File: src/rtl/irq_ctl_if.sv
// rtl/irq_ctl_if.sv - interrupt controller source, core handshake and config bus bundle
interface irq_ctl_if #(
  parameter int NSRC  = 8,
  parameter int VEC_W = 3
);
  logic [NSRC-1:0]  irq_src;
  logic             iack;
  logic             irq;
  logic [VEC_W-1:0] irq_vec;
  logic             in_service;
  logic             cfg_wr;
  logic [1:0]       cfg_addr;
  logic [31:0]      cfg_din;
  logic [31:0]      cfg_dout;

  modport master (
    output irq_src, iack, cfg_wr, cfg_addr, cfg_din,
    input  irq, irq_vec, in_service, cfg_dout
  );

  modport slave (
    input  irq_src, iack, cfg_wr, cfg_addr, cfg_din,
    output irq, irq_vec, in_service, cfg_dout
  );
endinterface

File: src/rtl/irq_ctl.sv
// rtl/irq_ctl.sv - edge-detecting, fixed-priority interrupt controller with iack handshake
module irq_ctl #(
  parameter int NSRC  = 8,
  parameter int VEC_W = 3
) (
  input  logic      clk_i,
  input  logic      rst_ni,
  irq_ctl_if.slave  bus
);
  typedef enum logic [1:0] {S_IDLE, S_REQ, S_SERV, S_GAP} state_t;

  state_t           state_q, state_d;
  logic [NSRC-1:0]  src_q;
  logic [NSRC-1:0]  pend_q, pend_d;
  logic [NSRC-1:0]  mask_q, mask_d;
  logic             en_q, en_d;
  logic [VEC_W-1:0] vec_q, vec_d;
  logic             spur_q, spur_d;

  logic [NSRC-1:0]  edge_w, elig_w, low_oh_w, ack_clr_w, w1c_w;
  logic [VEC_W-1:0] low_idx_w;
  logic             unused_din_w;

  assign edge_w   = bus.irq_src & ~src_q;
  assign elig_w   = pend_q & mask_q & {NSRC{en_q}};
  assign low_oh_w = elig_w & (~elig_w + 1'b1);
  assign w1c_w    = (bus.cfg_wr && bus.cfg_addr == 2'd1) ? bus.cfg_din[NSRC-1:0] : '0;
  assign unused_din_w = ^bus.cfg_din;

  always_comb begin
    low_idx_w = '0;
    for (int i = NSRC - 1; i >= 0; i--) begin
      if (elig_w[i]) low_idx_w = VEC_W'(i);
    end
  end

  // An iack seen outside REQ is served as spurious so the core handshake still completes.
  always_comb begin
    state_d   = state_q;
    vec_d     = vec_q;
    spur_d    = spur_q;
    ack_clr_w = '0;
    case (state_q)
      S_IDLE: begin
        if (bus.iack) begin
          state_d = S_SERV;
          vec_d   = '1;
          spur_d  = 1'b1;
        end else if (|elig_w) begin
          state_d = S_REQ;
        end
      end
      S_REQ: begin
        if (bus.iack) begin
          state_d = S_SERV;
          if (|elig_w) begin
            vec_d     = low_idx_w;
            spur_d    = 1'b0;
            ack_clr_w = low_oh_w;
          end else begin
            vec_d  = '1;
            spur_d = 1'b1;
          end
        end
      end
      S_SERV:  if (!bus.iack) state_d = S_GAP;
      S_GAP:   state_d = S_IDLE;
      default: state_d = S_IDLE;
    endcase
  end

  // A new edge on the same cycle as a clear keeps the bit set.
  assign pend_d = (pend_q & ~w1c_w & ~ack_clr_w) | edge_w;
  assign mask_d = (bus.cfg_wr && bus.cfg_addr == 2'd0) ? bus.cfg_din[NSRC-1:0] : mask_q;
  assign en_d   = (bus.cfg_wr && bus.cfg_addr == 2'd3) ? bus.cfg_din[0] : en_q;

  always_ff @(posedge clk_i or negedge rst_ni) begin
    if (!rst_ni) begin
      state_q <= S_IDLE;
      src_q   <= '0;
      pend_q  <= '0;
      mask_q  <= '0;
      en_q    <= 1'b0;
      vec_q   <= '0;
      spur_q  <= 1'b0;
    end else begin
      state_q <= state_d;
      src_q   <= bus.irq_src;
      pend_q  <= pend_d;
      mask_q  <= mask_d;
      en_q    <= en_d;
      vec_q   <= vec_d;
      spur_q  <= spur_d;
    end
  end

  assign bus.irq        = (state_q == S_REQ);
  assign bus.in_service = (state_q == S_SERV);
  assign bus.irq_vec    = vec_q;

  always_comb begin
    bus.cfg_dout = '0;
    case (bus.cfg_addr)
      2'd0: bus.cfg_dout[NSRC-1:0] = mask_q;
      2'd1: bus.cfg_dout[NSRC-1:0] = pend_q;
      2'd2: begin
        bus.cfg_dout[VEC_W-1:0] = vec_q;
        bus.cfg_dout[8]         = spur_q;
        bus.cfg_dout[9]         = (state_q == S_SERV);
      end
      2'd3: bus.cfg_dout[0] = en_q;
    endcase
  end
endmodule
File: src/flat_wrapper.sv
// flat-port wrapper written by rule: the top's interface ports become plain ports
module irq_ctl_flat 
#(
  parameter int NSRC  = 8,
  parameter int VEC_W = 3
)
  (clk_i, rst_ni, bus_irq_src, bus_iack, bus_cfg_wr, bus_cfg_addr, bus_cfg_din, bus_irq, bus_irq_vec, bus_in_service, bus_cfg_dout);
  irq_ctl_if #(.NSRC(NSRC), .VEC_W(VEC_W)) bus_i ();
  input  logic clk_i;
  input  logic rst_ni;
  input wire logic [$bits(bus_i.irq_src)-1:0] bus_irq_src;
  input wire logic [$bits(bus_i.iack)-1:0] bus_iack;
  input wire logic [$bits(bus_i.cfg_wr)-1:0] bus_cfg_wr;
  input wire logic [$bits(bus_i.cfg_addr)-1:0] bus_cfg_addr;
  input wire logic [$bits(bus_i.cfg_din)-1:0] bus_cfg_din;
  output wire logic [$bits(bus_i.irq)-1:0] bus_irq;
  output wire logic [$bits(bus_i.irq_vec)-1:0] bus_irq_vec;
  output wire logic [$bits(bus_i.in_service)-1:0] bus_in_service;
  output wire logic [$bits(bus_i.cfg_dout)-1:0] bus_cfg_dout;
  assign bus_i.irq_src = bus_irq_src;
  assign bus_i.iack = bus_iack;
  assign bus_i.cfg_wr = bus_cfg_wr;
  assign bus_i.cfg_addr = bus_cfg_addr;
  assign bus_i.cfg_din = bus_cfg_din;
  assign bus_irq = bus_i.irq;
  assign bus_irq_vec = bus_i.irq_vec;
  assign bus_in_service = bus_i.in_service;
  assign bus_cfg_dout = bus_i.cfg_dout;
  irq_ctl #(.NSRC(NSRC), .VEC_W(VEC_W)) u_core (.clk_i(clk_i), .rst_ni(rst_ni), .bus(bus_i));
endmodule
File: config.mk
export PLATFORM = sky130hd
export DESIGN_NAME = irq_ctl_flat
export DESIGN_NICKNAME = d
export VERILOG_FILES = /design/src/rtl/irq_ctl_if.sv /design/src/rtl/irq_ctl.sv /design/src/flat_wrapper.sv
export SDC_FILE = /design/constraint.sdc
export NUM_CORES = 1
export LEC_CHECK = 0
export ABC_AREA = 1
export CAP_MARGIN = 20
export CORE_MARGIN = 5
export CORE_UTILIZATION = 35
export CTS_BUF_LIST = sky130_fd_sc_hd__clkbuf_16
export DETAILED_ROUTE_END_ITERATION = 8
export GPL_ROUTABILITY_DRIVEN = 0
export PLACE_DENSITY = 0.83
export SLEW_MARGIN = 30
export SYNTH_ARGS = -nofsm -noshare
export SYNTH_HDL_FRONTEND = slang
export SYNTH_SLANG_ARGS = --single-unit
File: constraint.sdc
create_clock -name clk_i -period 1.25 [get_ports clk_i]
set_input_delay 0.25 -clock clk_i [delete_from_list [all_inputs] [get_ports clk_i]]
set_output_delay 0.25 -clock clk_i [all_outputs]
set_load 0.05 [all_outputs]
# Word-level counts from Yosys, hierarchy flattened
# Index checks and enable logic that the tools add are counted.
# Widths: inputs -> output; s select.
# classes
add_sub_neg,1
eq_ne,10
mux,29
bitwise_logic,11
n_reduce_logical,9
# op_table
cell,count
$and 8x8->8,6
$mux 3,11
$mux 8,4
$not 8->8,4
$mux 2,5
$pmux 5 s2,1
$add 8x1->8 const B,1
$eq 2x2->1 const B,4
$or 8x8->8,1
$pmux 2 s4,1
$reduce_or 8->1,1
$ne 2x2->1 const B,3
$pmux 2 s3,1
$pmux 3 s2,1
$reduce_and 3->1,2
$eq 2x1->1 const B,2
$logic_not 2->1,2
$pmux 1 s4,1
$logic_and 1x1->1,3
$mux 1,3
$ne 3x2->1 const B,1
$pmux 1 s2,1
$reduce_bool 2->1,1
# word_totals
reg_bits,31
in_bits,46
output_inout_bits,37
elab_cells,67

# Longest topological paths before layout
# Gate-level depths: netlist of the first run.
# depth
word_depth,13
ltp_mapped,9
depth_no_buf,9

# Least setup slack after synthesis of the first run
# Ideal clock, no wire load.
# synth_path
kind,flip-flop to output port
from,register u_core.state_q[0]
to,output port bus_cfg_dout[9]
arrival_ns,1.727
t_required_ns,1.000
slack_ns,-0.727
stages_incl_launch_ff,5
n_path_buf,0
path_cell_list,dfrtp_1 inv_1 ha_1 inv_1 nor2_1
# synth_between
elab_chain_cells,2
# synth_lines
item,line,source
from (decl),irq_ctl.sv:12,"state_t state_q, state_d;"
from (signal assigned),irq_ctl.sv:87,state_q <= state_d;
$eq 2x2->1,--,
net bus_in_service,flat_wrapper.sv:18,output wire logic [$bits(bus_i.in_service)-1:0] bus_in_service;
$mux 2,irq_ctl.sv:103,case (bus.cfg_addr)
to (decl),flat_wrapper.sv:19,output wire logic [$bits(bus_i.cfg_dout)-1:0] bus_cfg_dout;
# The timed path passes the listed nets, and every way through them passes these cells.

# Worst setup path in the final report of the first run
# layout_path
from,register u_core.state_q[1]
to,output port bus_irq
# layout_between
elab_chain_cells,1
# layout_lines
item,line,source
$eq 2x1->1,irq_ctl.sv:97,assign bus.irq = (state_q == S_REQ);
to (decl),flat_wrapper.sv:16,output wire logic [$bits(bus_i.irq)-1:0] bus_irq;
# Every way passes these cells.

==> summary.log, run 1 <==
INFO  global_routing grt_overflow=0
INFO  clock_tree     numCtsBuffers=5
INFO  clock_tree     clockBufferDepth=2
INFO  die            placeableCoreArea=5070squm
INFO  logic_synthesis post_synth_num_cell_types=27
INFO  logic_synthesis yosys.cell_count.top_type=sky130_fd_sc_hd__nand2_1
INFO  logic_synthesis postSynthCellCount=226
INFO  die            die_height=82.1um
INFO  detailed_routing wl_met1=2050um
INFO  global_routing track_usage=0.159
INFO  global_routing antenna_violations_before_repair=0
INFO  worst_setup_path largest_stage_delay_on_the_critical_path=0.39ns
INFO  timing         timing.final.setup_violations=26
INFO  clock_tree     clock_slew_at_reported_path_ffs=0.05ns
INFO  timing         final_min_period_over_clock_period=1.15
INFO  job            maxCapViolCount=0
INFO  timing         setup_tns=-2.61ns
INFO  logic_synthesis ys_top_cells_by_count=sky130_fd_sc_hd__nand2_1 (59), sky130_fd_sc_hd__dfrtp_1 (31), sky130_fd_sc_hd__inv_1 (30), sky130_fd_sc_hd__buf_4 (23), sky130_fd_sc_hd__nand3_1 (15)
INFO  global_routing grt_first_pass_wirelength=7950um
INFO  logic_synthesis synth.largest_area_cell=sky130_fd_sc_hd__dfrtp_1
INFO  placement      numPortBuffers=36
INFO  die            die_w=82.1um
INFO  timing         fin_ws=-0.190ns
INFO  worst_setup_path worst_ep_required=1.00ns
INFO  detailed_routing detail-route-antenna-nets=0
INFO  clock_tree     cts_sink_count=31
INFO  logic_synthesis synth_area_per_cell=8.06squm
INFO  run_status     failed_checks=setup timing
INFO  final_layout   drive_above_1_share=0.449
INFO  final_layout   fin_util=0.628
INFO  detailed_routing vias_per_cell=4.60
INFO  pwr            max-vdd-ir-drop=938uV
INFO  worst_setup_path path_class=reg -> out
INFO  logic_synthesis async_reset_ff_frac=1.00
INFO  worst_setup_path critPathArrivalTime=1.19ns
INFO  timing         grt_setup_unrepaired=true
INFO  clock_tree     cts.root.buffer_cell=sky130_fd_sc_hd__clkbuf_16
INFO  placement      hpwl=3350um
INFO  die            placement_rows=26
INFO  logic_synthesis synth.area.top_cells=sky130_fd_sc_hd__dfrtp_1 (43%), sky130_fd_sc_hd__nand2_1 (12%), sky130_fd_sc_hd__buf_4 (9.5%)
INFO  timing         timing_max_transition_violations_final=0
INFO  detailed_routing dr_total_vias=1,757
INFO  worst_hold_path worstHoldPathType=in -> async
INFO  detailed_routing dr.max_layer_used=met4
INFO  worst_setup_path timing.critical_path.from_type=register
INFO  detailed_routing drt_pre_antenna_iters=4
INFO  pwr            power-per-cell-area=1820nW/um^2
INFO  detailed_routing met3_length=310um
INFO  timing         max_clock_freq=0.694GHz
INFO  timing         fin_skew=0.00408ns
INFO  run_status     status=finished with violations
INFO  logic_synthesis post_synth_instance_area=1820squm
INFO  timing         finalWorstPathRequiredPeriod=1.44ns
INFO  logic_synthesis yosys_warnings=0
INFO  timing         finalHoldWorstSlack=0.339ns
INFO  detailed_routing wl=5550um
INFO  pwr            power_leakage=1.52nW
INFO  worst_setup_path element_type_at_the_critical_path_end=output port
INFO  die            floorplan.initialDensity=0.359
INFO  logic_synthesis synth_top_area_share=0.426
INFO  detailed_routing drt-initial-drc-count=73
INFO  worst_setup_path crit_chain=buf_4 -> inv_4 -> ha_4 -> buf_12
INFO  die            design.die.area=6750squm
INFO  clock_tree     cts-htree-levels=2
INFO  logic_synthesis synth_sequential_area_ratio=0.426
INFO  logic_synthesis yosys_most_used_dff=sky130_fd_sc_hd__dfrtp_1
INFO  worst_setup_path crit_path_top_delay_cell=sky130_fd_sc_hd__dfrtp_1
INFO  logic_synthesis synth.ff_latch_count=31
INFO  global_routing maximum_number_of_pins_on_one_net_before_global_route_repair=32
INFO  pwr            p_total=5.80mW
INFO  final_layout   flow.area_growth_from_synthesis=75.0%
INFO  global_routing via_count_of_the_first_global_routing_pass=1,715
INFO  clock_tree     worst_skew_pair.late_latency=0.28ns
INFO  timing         final_hold_viol_count=0
INFO  detailed_routing drt-wirelength-per-cell=14.5um
INFO  clock_tree     post_cts_hold_buffer_count=0
INFO  die            boundary_pin_count=83
INFO  detailed_routing route.met2.wl=3110um
INFO  final_layout   fin_nets=360
INFO  worst_setup_path critical_path.max_fanout=3
INFO  detailed_routing detail_route.drc_violations=0
INFO  clock_tree     tritoncts=built
INFO  logic_synthesis count_of_flip_flops_with_a_built_in_enable_after_synthesis=0
INFO  final_layout   antenna-diode-count=0
[registers in the layout (all words and copies together) (netlist names)]
register	cells
u_core.spur_q	1
u_core.bus.irq_vec	3
u_core.src_q	8
u_core.mask_q	8
u_core.en_q	1
u_core.state_q	2
u_core.pend_q	8
[critical path: cells and delay by family (launching register included)]
kind / cells / cell delay, ns
adders and majority gates: 1 / 0.17
DFF: 1 / 0.39
buffers and inverters: 3 / 0.35
[stage by stage]
stage	instance area, sq um	setup WS, ns	instances
floorplan	1990	-0.355	247
global placement	2510	-0.561	343
detailed placement	2510	-0.596	343
CTS	2970	-0.177	372
global route	3190	-0.254	382
finish	3190	-0.190	382
[final timing paths]
kind / startpoint / to / slack [ns] / depth (start not counted)
max: u_core.state_q[1] / bus_irq / -0.19 / 4
min: rst_ni / u_core.pend_q[2] / 0.34 / 2
min in group clk_i: u_core.src_q[3] / u_core.pend_q[3] / 0.40 / 1
min reg2reg: u_core.src_q[3] / u_core.pend_q[3] / 0.40 / 1
max reg2reg: u_core.state_q[1] / u_core.pend_q[4] / -0.18 / 9
max in group asynchronous: rst_ni / u_core.pend_q[7] / 0.73 / 2
[timing repair]
item	CTS	global route
buffers inserted	20	10
pin swaps	20	12
resized for setup	45	36
setup endpoints to repair	34	26
gates cloned	1	0
[power breakdown]
part	total (mW)	internal, mW	switching, mW
clock network	1.11	0.713	0.397
registers	1.38	1.21	0.169
logic	3.31	1.54	1.77
total	5.80	3.47	2.34
[cell families after synthesis]
family,synth area share
multiplexers,0.0185
AO/OA/AOI/OAI,0.0934
other,0.00206
buffers and inverters,0.173
flip-flops,0.426
AND/OR/NAND/NOR,0.266
adder cells (fa/ha/maj),0.0206
[area by class of cell]
| type | instances | area, sq um |
|---|---|---|
| inverter | 32 | 125 |
| clock inverter | 3 | 11.3 |
| timing repair buffer | 81 | 931 |
| fill | 398 | 1890 |
| sequential | 31 | 783 |
| tap | 70 | 87.6 |
| multi-input combinational | 160 | 1120 |
| clock buffer | 5 | 125 |
[placed cells by master, fill, tap and decap left out, drive strengths merged]
cell type	n
clkdlybuf4s50	19
o21ai	17
o21a	1
a21oi	2
nand3	20
nand3b	2
inv	33
a22o	3
mux2	3
o2111ai	1
nand2	62
dfrtp	31
ha	3
clkinv	2
clkbuf	6
o221ai	2
o211ai	2
conb	22
buf	61
nand4	2
nor2	18
[metal layers]
metal	vias up	GRT usage
met5	-	0
met4	0	0.0548
met3	7	0.0499
met2	49	0.291
met1	855	0.172
li1	846	-
Note: power is estimated with default switching activity, not from simulation.
==> run 2: changes to the inputs <==
CORE_UTILIZATION = 38   (was 35)
GPL_TIMING_DRIVEN = 0   (was not set)
PLACE_DENSITY = 0.88   (was 0.83)
==> run 2 against run 1 <==
- non-clock buffer count grew 10
- die area decreased by 6.9%
- the flow still finishes with violations (setup timing)
- sequential power about the same
==> summary.log, run 2 (same netlist as run 1, synthesis figures left out) <==
INFO  run_status     failed_checks=setup timing
INFO  clock_tree     cts_sink_count=31 [unchanged]
INFO  run_status     status=finished with violations
INFO  global_routing track_usage=0.178 [+0.0191]
INFO  timing         max_clock_freq=0.690GHz [-0.59%]
INFO  timing         final_min_period_over_clock_period=1.16 [+0.00688]
INFO  clock_tree     tritoncts=built
INFO  clock_tree     clockBufferDepth=2 [unchanged]
INFO  timing         fin_ws=-0.199ns [-0.00860 ns]
INFO  final_layout   mostFrequentLayoutCell=sky130_fd_sc_hd__buf_4
INFO  job            maxCapViolCount=0 [unchanged]
INFO  placement      numPortBuffers=36 [unchanged]
INFO  pwr            p_seq_frac=0.247 [+0.009]
INFO  timing         setup_tns=-2.39ns [+0.212 ns]
INFO  clock_tree     post_cts_hold_buffer_count=0 [unchanged]
INFO  final_layout   final_design_area_no_fill=3080squm [-3.4%]
INFO  clock_tree     clock_slew_at_reported_path_ffs=0.05ns [about the same]
INFO  detailed_routing detail_route.drc_violations=0 [unchanged]
INFO  clock_tree     numCtsBuffers=5 [unchanged]
INFO  timing         finalWorstPathRequiredPeriod=1.45ns [+0.00860 ns]
INFO  detailed_routing vias_per_cell=4.77 [+3.7%]
INFO  worst_setup_path worst_ep_required=1.47ns [+0.47 ns]
INFO  die            boundary_pin_count=83 [unchanged]
INFO  final_layout   reg.largest.list=u_core.mask_q x8, u_core.pend_q x8, u_core.src_q x8
INFO  global_routing maximum_number_of_pins_on_one_net_before_global_route_repair=32 [unchanged]
INFO  placement      placement.cell_area=2410squm [-4.2%]
INFO  die            die_height=79.2um [-3.5%]
INFO  pwr            max-vdd-ir-drop=992uV [+5.7%]
INFO  global_routing grt_overflow=0 [unchanged]
INFO  placement      placement.setup.worst_slack=-1.32ns [-0.721 ns]
INFO  detailed_routing drt-initial-drc-count=198 [+170%]
INFO  die            design.die.area=6280squm [-6.9%]
INFO  final_layout   drive_above_1_share=0.457 [+0.00780]
INFO  pwr            power-per-cell-area=1810nW/um^2 [-0.85%]
INFO  timing         grt_setup_unrepaired=true
INFO  detailed_routing wl=5570um [+0.29%]
INFO  clock_tree     worst_skew_pair.late_latency=0.28ns [about the same]
INFO  detailed_routing dr_total_vias=1,793 [+2.0%]
INFO  die            placeableCoreArea=4690squm [-7.5%]
INFO  worst_setup_path critical_path.max_fanout=7 [+4]
INFO  worst_setup_path timing.critical_path.from_type=register
INFO  timing         timing.final.setup_violations=22 [-15%]
INFO  global_routing antenna_violations_before_repair=0 [unchanged]
INFO  pwr            p_total=5.56mW [-4.2%]
INFO  final_layout   fillerInstances=358 [-10%]
INFO  global_routing via_count_of_the_first_global_routing_pass=1,799 [+4.9%]
INFO  placement      hpwl=3290um [-1.7%]
INFO  detailed_routing drt-wirelength-per-cell=14.8um [+1.9%]
INFO  pwr            power.share.combinational=0.550 [-0.021]
INFO  worst_setup_path element_type_at_the_critical_path_end=register
INFO  timing         fin_skew=0.00211ns [-0.00196 ns]
INFO  final_layout   fin_util=0.656 [+0.0281]
INFO  pwr            net_switching_power_figure=2.37mW [+1.6%]
INFO  timing         timing.slew.headroom=0.523
INFO  pwr            power_frac_clock=0.203 [+0.012]
INFO  pwr            sw_frac_of_total=0.427 [+0.0245]
INFO  pwr            power_leakage=1.51nW [-0.80%]
INFO  global_routing grt_first_pass_wirelength=8550um [+7.6%]
INFO  worst_hold_path worstHoldPathType=in -> async
INFO  final_layout   flow.area_growth_from_synthesis=69.0%
INFO  die            die_w=79.2um [-3.5%]
INFO  clock_tree     cts-htree-levels=2 [unchanged]
INFO  timing         final_hold_viol_count=0 [unchanged]
INFO  final_layout   fin_nets=370 [+2.8%]
INFO  detailed_routing drt_pre_antenna_iters=4 [unchanged]
INFO  pwr            internal-power=3.18mW [-8.2%]
INFO  die            floorplan.initialDensity=0.388 [+0.0293]
INFO  detailed_routing detail-route-antenna-nets=0 [unchanged]
INFO  timing         max_slew.worst_pin.slew=0.716ns
INFO  timing         timing_max_transition_violations_final=0 [unchanged]
INFO  clock_tree     cts.root.buffer_cell=sky130_fd_sc_hd__clkbuf_16
INFO  final_layout   antenna-diode-count=0 [unchanged]
INFO  worst_setup_path critPathArrivalTime=1.66ns [+0.47 ns]
INFO  final_layout   most_frequent_cells_in_the_layout=sky130_fd_sc_hd__buf_4 (50), sky130_fd_sc_hd__nand2_1 (47), sky130_fd_sc_hd__dfrtp_1 (27)
INFO  die            placement_rows=25 [-3.8%]
INFO  worst_setup_path path_class=reg -> reg
## run 2: cell types whose count changed in the layout (fill, tap and decap cells not counted), moves of 3 or more
cell	delta
sky130_fd_sc_hd__buf_4	+13
sky130_fd_sc_hd__buf_2	+4
sky130_fd_sc_hd__a22o_1	+3
sky130_fd_sc_hd__a22o_4	-3
sky130_fd_sc_hd__nand3_4	+4
sky130_fd_sc_hd__buf_6	+10
sky130_fd_sc_hd__nand2_2	-3
sky130_fd_sc_hd__buf_12	-16
sky130_fd_sc_hd__nand2_1	+5
## run 2: power groups by stage
stage,Sequential [mW],Combinational (mW),Clock (mW)
3_5_place_dp,1.39,2.05,0
2_1_floorplan,1.52,1.41,0
5_1_grt,1.39,3.25,1.20
6_report,1.37,3.06,1.13
3_3_place_gp,1.37,2.00,0
4_1_cts,1.37,2.58,1.15
## run 2: layout make-up
| cell class | instances | area, sq um | share of cell area |
|---|---|---|---|
| clock inverter | 3 | 11.3 | 0.00366 |
| tap | 54 | 67.6 | 0.0219 |
| inverter | 32 | 125 | 0.0406 |
| timing repair buffer | 66 | 621 | 0.202 |
| multi-input combinational | 160 | 1150 | 0.373 |
| sequential | 31 | 781 | 0.254 |
| buffer | 25 | 199 | 0.0646 |
| clock buffer | 5 | 125 | 0.0406 |
## run 2: timing repair
item | CTS | global route
setup buffers | 20 | 10
endpoints found under the setup margin | 37 | 25
pin swaps | 25 | 16
resized for setup | 151 | 31
cloned | 1 | 0
## run 2: worst max-delay path: stages (launching register included)
cell                      delay [ns]
sky130_fd_sc_hd__dfrtp_1        0.37
sky130_fd_sc_hd__buf_6          0.15
sky130_fd_sc_hd__buf_12         0.15
sky130_fd_sc_hd__nand3_4        0.08
sky130_fd_sc_hd__nand2_4        0.08
sky130_fd_sc_hd__nor2_4         0.16
sky130_fd_sc_hd__nand2_1        0.10
sky130_fd_sc_hd__nand2_2        0.14
sky130_fd_sc_hd__nand2_2        0.07
sky130_fd_sc_hd__nand3_1        0.08
## run 2: stage by stage
| stage | hold WS (ns) | cells |
|---|---|---|
| 2_1_floorplan | -0.0456 | 247 |
| 3_3_place_gp | 0.395 | 337 |
| 3_5_place_dp | 0.340 | 337 |
| 4_1_cts | 0.0445 | 366 |
| 5_1_grt | 0.0844 | 376 |
| 6_report | 0.0233 | 376 |
## run 2: worst paths after layout
check / slack [ns] / from / end / cells after the start
worst max-delay path: -0.20 / u_core.en_q / u_core.bus.irq_vec[1] / 9
max in group asynchronous: 0.72 / rst_ni / u_core.pend_q[0] / 1
worst max register to register: -0.20 / u_core.en_q / u_core.bus.irq_vec[1] / 9
min in group clk_i: 0.33 / bus_cfg_addr[0] / u_core.en_q / 3
worst min register to register: 0.41 / u_core.src_q[0] / u_core.pend_q[0] / 1
worst min-delay path: 0.02 / rst_ni / u_core.src_q[4] / 1
## run 2: per-layer routing
metal / part of all wire / up-vias / global-route usage
met5: 0 / - / 0
met4: 0.033 / 0 / 0.0722
met3: 0.067 / 18 / 0.0510
met1: 0.37 / 835 / 0.192
met2: 0.53 / 67 / 0.325
li1: - / 873 / -
==> variant 1 (settings of run 2) <==
Encoding of `state_t`: now Gray code (2 bits for 4 states).
--- a/src/rtl/irq_ctl.sv
+++ b/src/rtl/irq_ctl.sv
@@ -7,7 +7,7 @@
   input  logic      rst_ni,
   irq_ctl_if.slave  bus
 );
-  typedef enum logic [1:0] {S_IDLE, S_REQ, S_SERV, S_GAP} state_t;
+  typedef enum logic [1:0] {S_IDLE = 2'b00, S_REQ = 2'b01, S_SERV = 2'b11, S_GAP = 2'b10} state_t;
 
   state_t           state_q, state_d;
   logic [NSRC-1:0]  src_q;
Function: no difference found for any inputs over 4 cycles, from zero or initial values and one cycle with rst_ni low; so few cycles prove little.
==> variant 1 against run 2 <==
- the flow still finishes with violations (setup timing)
- routed wire length is 0.90% lower
- cell count is 2.9% lower
- sequential cell count stayed put
- first-iteration DRC count is 29% lower
- synthesized area is 3.6% lower
- power is 13% lower
- worst setup slack worse by 0.019 ns
- fmax is 1.3% lower
- sequential power is 3% higher
- utilization is 0.10 points higher
- final area is 5.8% lower
- highest routed layer unchanged
==> variant 1: results (changes against run 2) <==
Yosys
  – Fraction of registers with async set/reset: 100% (unchanged)
  – Post-synth top cells: nand2_1 (43), inv_1 (36), dfrtp_1 (31), nor2_1 (23), buf_4 (22)
  – Synth Warn #: 0 (unchanged)
  – Area fraction in compound gates after synthesis: 11.3% (+2.0 points)
  – Synth Area in Adders: 0% (-2.1 points)
  – Synth top area cells: dfrtp_1 (44%), buf_4 (9.4%), nand2_1 (9.2%)
  – Count of cell types in the netlist: 26 (-3.7%)
  – Most numerous cell in the Yosys netlist: nand2_1
  – Xor/xnor cell area share of the yosys netlist: 0% (unchanged)
  – Mux cell area share after synthesis: 0.641% (-1.2 points)
  – Seq/Total Area, Yosys: 44.2% (+1.6 points)

Placement
  – Dpl hpwl: 3210 um (-2.5%)
  – Cell Area, Placed: 2280 um2 (-5.2%)
  – Port Buffers: 36 (unchanged)
  – Pre-CTS WS: -1.31 ns (+0.00572 ns)

Routing
  – Via density: 4.85 (+1.7%)
  – Met3 WL: 497 um (+33%)
  – Met2 routed WL: 2870 um (-2.0%)
  – Highest Signal Layer: met4
  – WL met1: 1930 um (-7.1%)
  – First DRT Iteration DRCs: 140 (-29%)
  – Total Routed Length: 5520 um (-0.90%)

Setup path
  – CP Data Arrival Time: 1.62 ns (-0.04 ns)
  – Family with the most delay on the worst path: simple AND/OR/NAND/NOR gates
  – Critical path's slowest cell: dfrtp_1
  – CP peak stage delay: 0.40 ns (+0.03 ns)
  – CP max FO: 5 (-2)
  – Reg2reg path depth: 6 (-3)

Global route
  – Total track usage: 17.1% (-0.76 points)
  – Met3 Use GR: 5.44% (+0.34 points)
  – Vias in the first global route: 1763 (-2.0%)
  – Met1 track demand over resource: 17.8% (-1.4 points)
  – First-pass GRT wire length: 8080 um (-5.5%)
  – Initial antenna violation count: 0 (unchanged)
  – Met2 GRT Util: 29.5% (-3.0 points)
  – Largest net degree at the start of global routing: 32 (unchanged)

Power and ir drop
  – Worst vdd ir: 732 uV (-26%)
  – Pleak: 1.48 nW (-1.9%)

Layout
  – Fill count: 333 (-7.0%)
  – Share of cells above drive strength 1: 44.1% (-1.6 points)
  – Final #Nets: 358 (-3.2%)

Status
  – Run status: finished with violations
  – Failing checks: setup timing

Clock network
  – TritonCTS Buffers: 5 (unchanged)
  – Clk slew on worst S/H paths: 0.05 ns (about the same)
  – Clock latency on the worst-skew pair: 0.28 ns (about the same)
  – Clock Tree Buf Depth: 2 (unchanged)

Timing
  – Worst Setup Slack, final: -0.218 ns (-0.0192 ns)
  – Slew @ Worst Pin: 0.676 ns (-0.0398 ns)
  – Setup violators final: 22 (unchanged)
  – Final Skew: 0.00697 ns (+0.00486 ns)
  – Fin Setup TNS: -2.17 ns (+0.222 ns)
variant 1: worst paths after layout:
| kind | from | endpoint | slack (ns) |
|---|---|---|---|
| worst min-delay path | rst_ni | u_core.pend_q[1]$_DFF_PN0_ | 0.008 |
| worst max register to register | u_core.mask_q[0]$_DFFE_PN0P_ | u_core.state_q[0]$_DFFE_PN0P_ | -0.22 |
| max in group asynchronous | rst_ni | u_core.pend_q[2]$_DFF_PN0_ | 0.77 |
| worst max-delay path | u_core.mask_q[0]$_DFFE_PN0P_ | u_core.state_q[0]$_DFFE_PN0P_ | -0.22 |
| min in group clk_i | bus_cfg_addr[1] | u_core.en_q$_DFFE_PN0P_ | 0.30 |
| worst min register to register | u_core.src_q[4]$_DFF_PN0_ | u_core.pend_q[4]$_DFF_PN0_ | 0.40 |
variant 1: layout make-up:
type	instances	area share, %
Clock buffer	5	4.31
Inverter	37	5.22
Multi-Input combinational cell	152	32.3
Timing Repair Buffer	61	22.1
Clock inverter	3	0.517
Tap cell	52	2.24
Buffer	24	6.25
Sequential cell	31	27.0
variant 1: timing repair:
action / 4_1_cts / 5_1_grt
gates resized for setup: 152 / 32
hold buffers: 0 / 0
endpoints found under the hold margin: 0 / 0
buffers inserted: 18 / 6
endpoints found under the setup margin: 35 / 28
cloned: 1 / 0
pin swaps: 21 / 10
variant 1: power breakdown:
group	switching, mW	internal, mW	leakage, nW
Sequential	0.208	1.20	0.342
Combinational	1.41	0.887	1.06
Clock	0.425	0.724	0.0733
variant 1: per-stage QoR:
step	util, %	instances	total power [mW]
finish	65.7	365	4.86
global route	65.7	365	5.08
CTS	62.1	359	4.60
detailed placement	51.7	332	3.04
global placement	51.8	332	2.99
floorplan	-	244	2.54
==> variant 2 (settings of run 2) <==
Without the edit above. `VEC_W` is set to 3 in 3 places; all go to 6.
--- a/src/rtl/irq_ctl_if.sv
+++ b/src/rtl/irq_ctl_if.sv
@@ -1,7 +1,7 @@
 // rtl/irq_ctl_if.sv - interrupt controller source, core handshake and config bus bundle
 interface irq_ctl_if #(
   parameter int NSRC  = 8,
-  parameter int VEC_W = 3
+  parameter int VEC_W = 6
 );
   logic [NSRC-1:0]  irq_src;
   logic             iack;
--- a/src/rtl/irq_ctl.sv
+++ b/src/rtl/irq_ctl.sv
@@ -1,7 +1,7 @@
 // rtl/irq_ctl.sv - edge-detecting, fixed-priority interrupt controller with iack handshake
 module irq_ctl #(
   parameter int NSRC  = 8,
-  parameter int VEC_W = 3
+  parameter int VEC_W = 6
 ) (
   input  logic      clk_i,
   input  logic      rst_ni,
--- a/src/flat_wrapper.sv
+++ b/src/flat_wrapper.sv
@@ -2,7 +2,7 @@
 module irq_ctl_flat 
 #(
   parameter int NSRC  = 8,
-  parameter int VEC_W = 3
+  parameter int VEC_W = 6
 )
   (clk_i, rst_ni, bus_irq_src, bus_iack, bus_cfg_wr, bus_cfg_addr, bus_cfg_din, bus_irq, bus_irq_vec, bus_in_service, bus_cfg_dout);
   irq_ctl_if #(.NSRC(NSRC), .VEC_W(VEC_W)) bus_i ();
Interface: changed (resized bus_irq_vec); port bits go from 83 to 86. No check against the original RTL was run, so the function may have changed too.
==> variant 2 against run 2 <==
- the run still ends with setup timing left
- critical path depth fell by 5
- routed wire length up 21%
- cell count rose by 1.6%
- first-iteration DRC count fell by 7.6%
- synthesized area increased by 2.5%
- power increased by 8.6%
- final area is 3.6% higher
- via count rose by 5.4%
- sequential cell count stayed put
- worst setup slack got worse by 0.12 ns
==> variant 2: results (changes against run 2) <==
Yosys
  – Post-synth top cells: nand2_1 (32), dfrtp_1 (31), inv_1 (28), buf_4 (25), o21ai_0 (12)
  – Synth top area cells: dfrtp_1 (42%), buf_4 (10%), nand2_1 (6.4%)

Setup path
  – Capture point of the worst reg-to-reg path: u_core.bus.irq_vec[0]$_DFFE_PN0P_
  – CP peak stage delay: 0.40 ns (+0.03 ns)
  – CP max FO: 4 (-3)
  – R2r setup slk: -0.25 ns (-0.05 ns)
  – CP Data Arrival Time: 1.31 ns (-0.35 ns)

Timing
  – Worst Setup Slack, final: -0.315 ns (-0.116 ns)
  – Setup violators final: 28 (+27%)
  – Final Skew: 0.00713 ns (+0.00502 ns)
  – Worst hold slack: 0.0238 ns (+0.000543 ns)

Layout
  – Final #Nets: 363 (-1.9%)
  – Share of cells above drive strength 1: 49.2% (+3.6 points)
  – Fill count: 337 (-5.9%)

Routing
  – First DRT Iteration DRCs: 183 (-7.6%)
  – Via density: 4.95 (+3.8%)
  – Drt wl/cell: 17.6 um (+19%)

Global route
  – First-pass GRT wire length: 8690 um (+1.7%)
  – Total track usage: 17.8% (-0.051 points)
  – Initial antenna violation count: 0 (unchanged)
  – Vias in the first global route: 1880 (+4.5%)

Placement
  – Dpl hpwl: 3470 um (+5.3%)
  – Pre-CTS WS: -1.38 ns (-0.0583 ns)
  – Port Buffers: 39 (+8.3%)
  – Cell Area, Placed: 2490 um2 (+3.4%)

Power and ir drop
  – Worst vdd ir: 1790 uV (+81%)
  – Pleak: 1.50 nW (-0.85%)

Clock network
  – TritonCTS Buffers: 5 (unchanged)
  – CTS resizes: 164 (+8.6%)
  – H-tree lvl count: 2 (unchanged)
  – CTS root buffer: clkbuf_16

Status
  – Failing checks: setup timing
  – Run status: finished with violations
==> variant 2: cell types whose count changed in the layout (fill, tap and decap cells not counted), sizes merged, moves of 2 or more <==
cell / before / now
nand2: 62 / 38
o22ai: 0 / 3
a221o: 0 / 3
nand3: 20 / 17
buf: 73 / 80
nor4: 0 / 2
nand4: 2 / 5
mux2: 3 / 1
o21ai: 17 / 23
a22o: 3 / 1
nor2: 18 / 15
a21oi: 2 / 6
==> variant 2: cell families (layout without fill, tap and decap cells) <==
family | Yosys count | in the layout | synth area share [%]
adders and majority gates | 3 | 3 | 2.01
AOI/OAI and AO/OA | 41 | 41 | 13.8
and+or+nand+nor | 79 | 79 | 24.7
DFF | 31 | 31 | 41.5
buffers and inverters | 58 | 138 | 17.1
other | 1 | 22 | 0.201
muxes | 1 | 1 | 0.603
==> variant 2: routing by layer <==
layer | GRT usage [%] | up-vias | wire [um]
li1 | - | 874 | -
met4 | 10.5 | 0 | 259
met5 | 0 | - | 0
met2 | 30.1 | 102 | 3440
met3 | 5.94 | 27 | 513
met1 | 19.1 | 887 | 2510
==> variant 2: power breakdown <==
group / total, mW / internal (mW) / switching, mW / leakage (nW)
Sequential: 1.44 / 1.20 / 0.240 / 0.344
Combinational: 3.46 / 1.41 / 2.05 / 1.08
Clock: 1.13 / 0.714 / 0.419 / 0.0701
Total: 6.04 / 3.33 / 2.71 / 1.50
==> variant 2: stage by stage <==
stage,setup TNS [ns],utilization [%],std cells
2_1_floorplan,-0.886,-,235
3_3_place_gp,-43.89,52.5,341
3_5_place_dp,-26.31,52.4,341
4_1_cts,-3.55,61.9,372
5_1_grt,-6.67,67.1,382
6_report,-5.52,67.1,382
==> variant 2: layout make-up <==
| class | instances | area (um2) | area share [%] |
|---|---|---|---|
| Buffer | 27 | 214 | 6.71 |
| Clock buffer | 5 | 125 | 3.92 |
| Clock inverter | 3 | 11.3 | 0.353 |
| Inverter | 31 | 136 | 4.28 |
| Multi-Input combinational cell | 146 | 1130 | 35.3 |
| Sequential cell | 31 | 779 | 24.4 |
| Tap cell | 67 | 83.8 | 2.63 |
| Timing Repair Buffer | 72 | 713 | 22.4 |
==> variant 2: worst max-delay path by stage <==
stage	to	from	slack [ns]
final	bus_cfg_dout[4]	u_core.bus.irq_vec[4]$_DFFE_PN0P_	-0.31
after global placement	bus_cfg_dout[3]	bus_cfg_addr[1]	-1.38
after CTS	bus_cfg_dout[5]	u_core.bus.irq_vec[4]$_DFFE_PN0P_	-0.30
after detailed placement	bus_cfg_dout[5]	bus_cfg_addr[1]	-1.38
after global routing	bus_cfg_dout[4]	u_core.bus.irq_vec[4]$_DFFE_PN0P_	-0.34
after floorplan	bus_cfg_dout[2]	u_core.bus.irq_vec[2]$_DFFE_PN0P_	-0.36
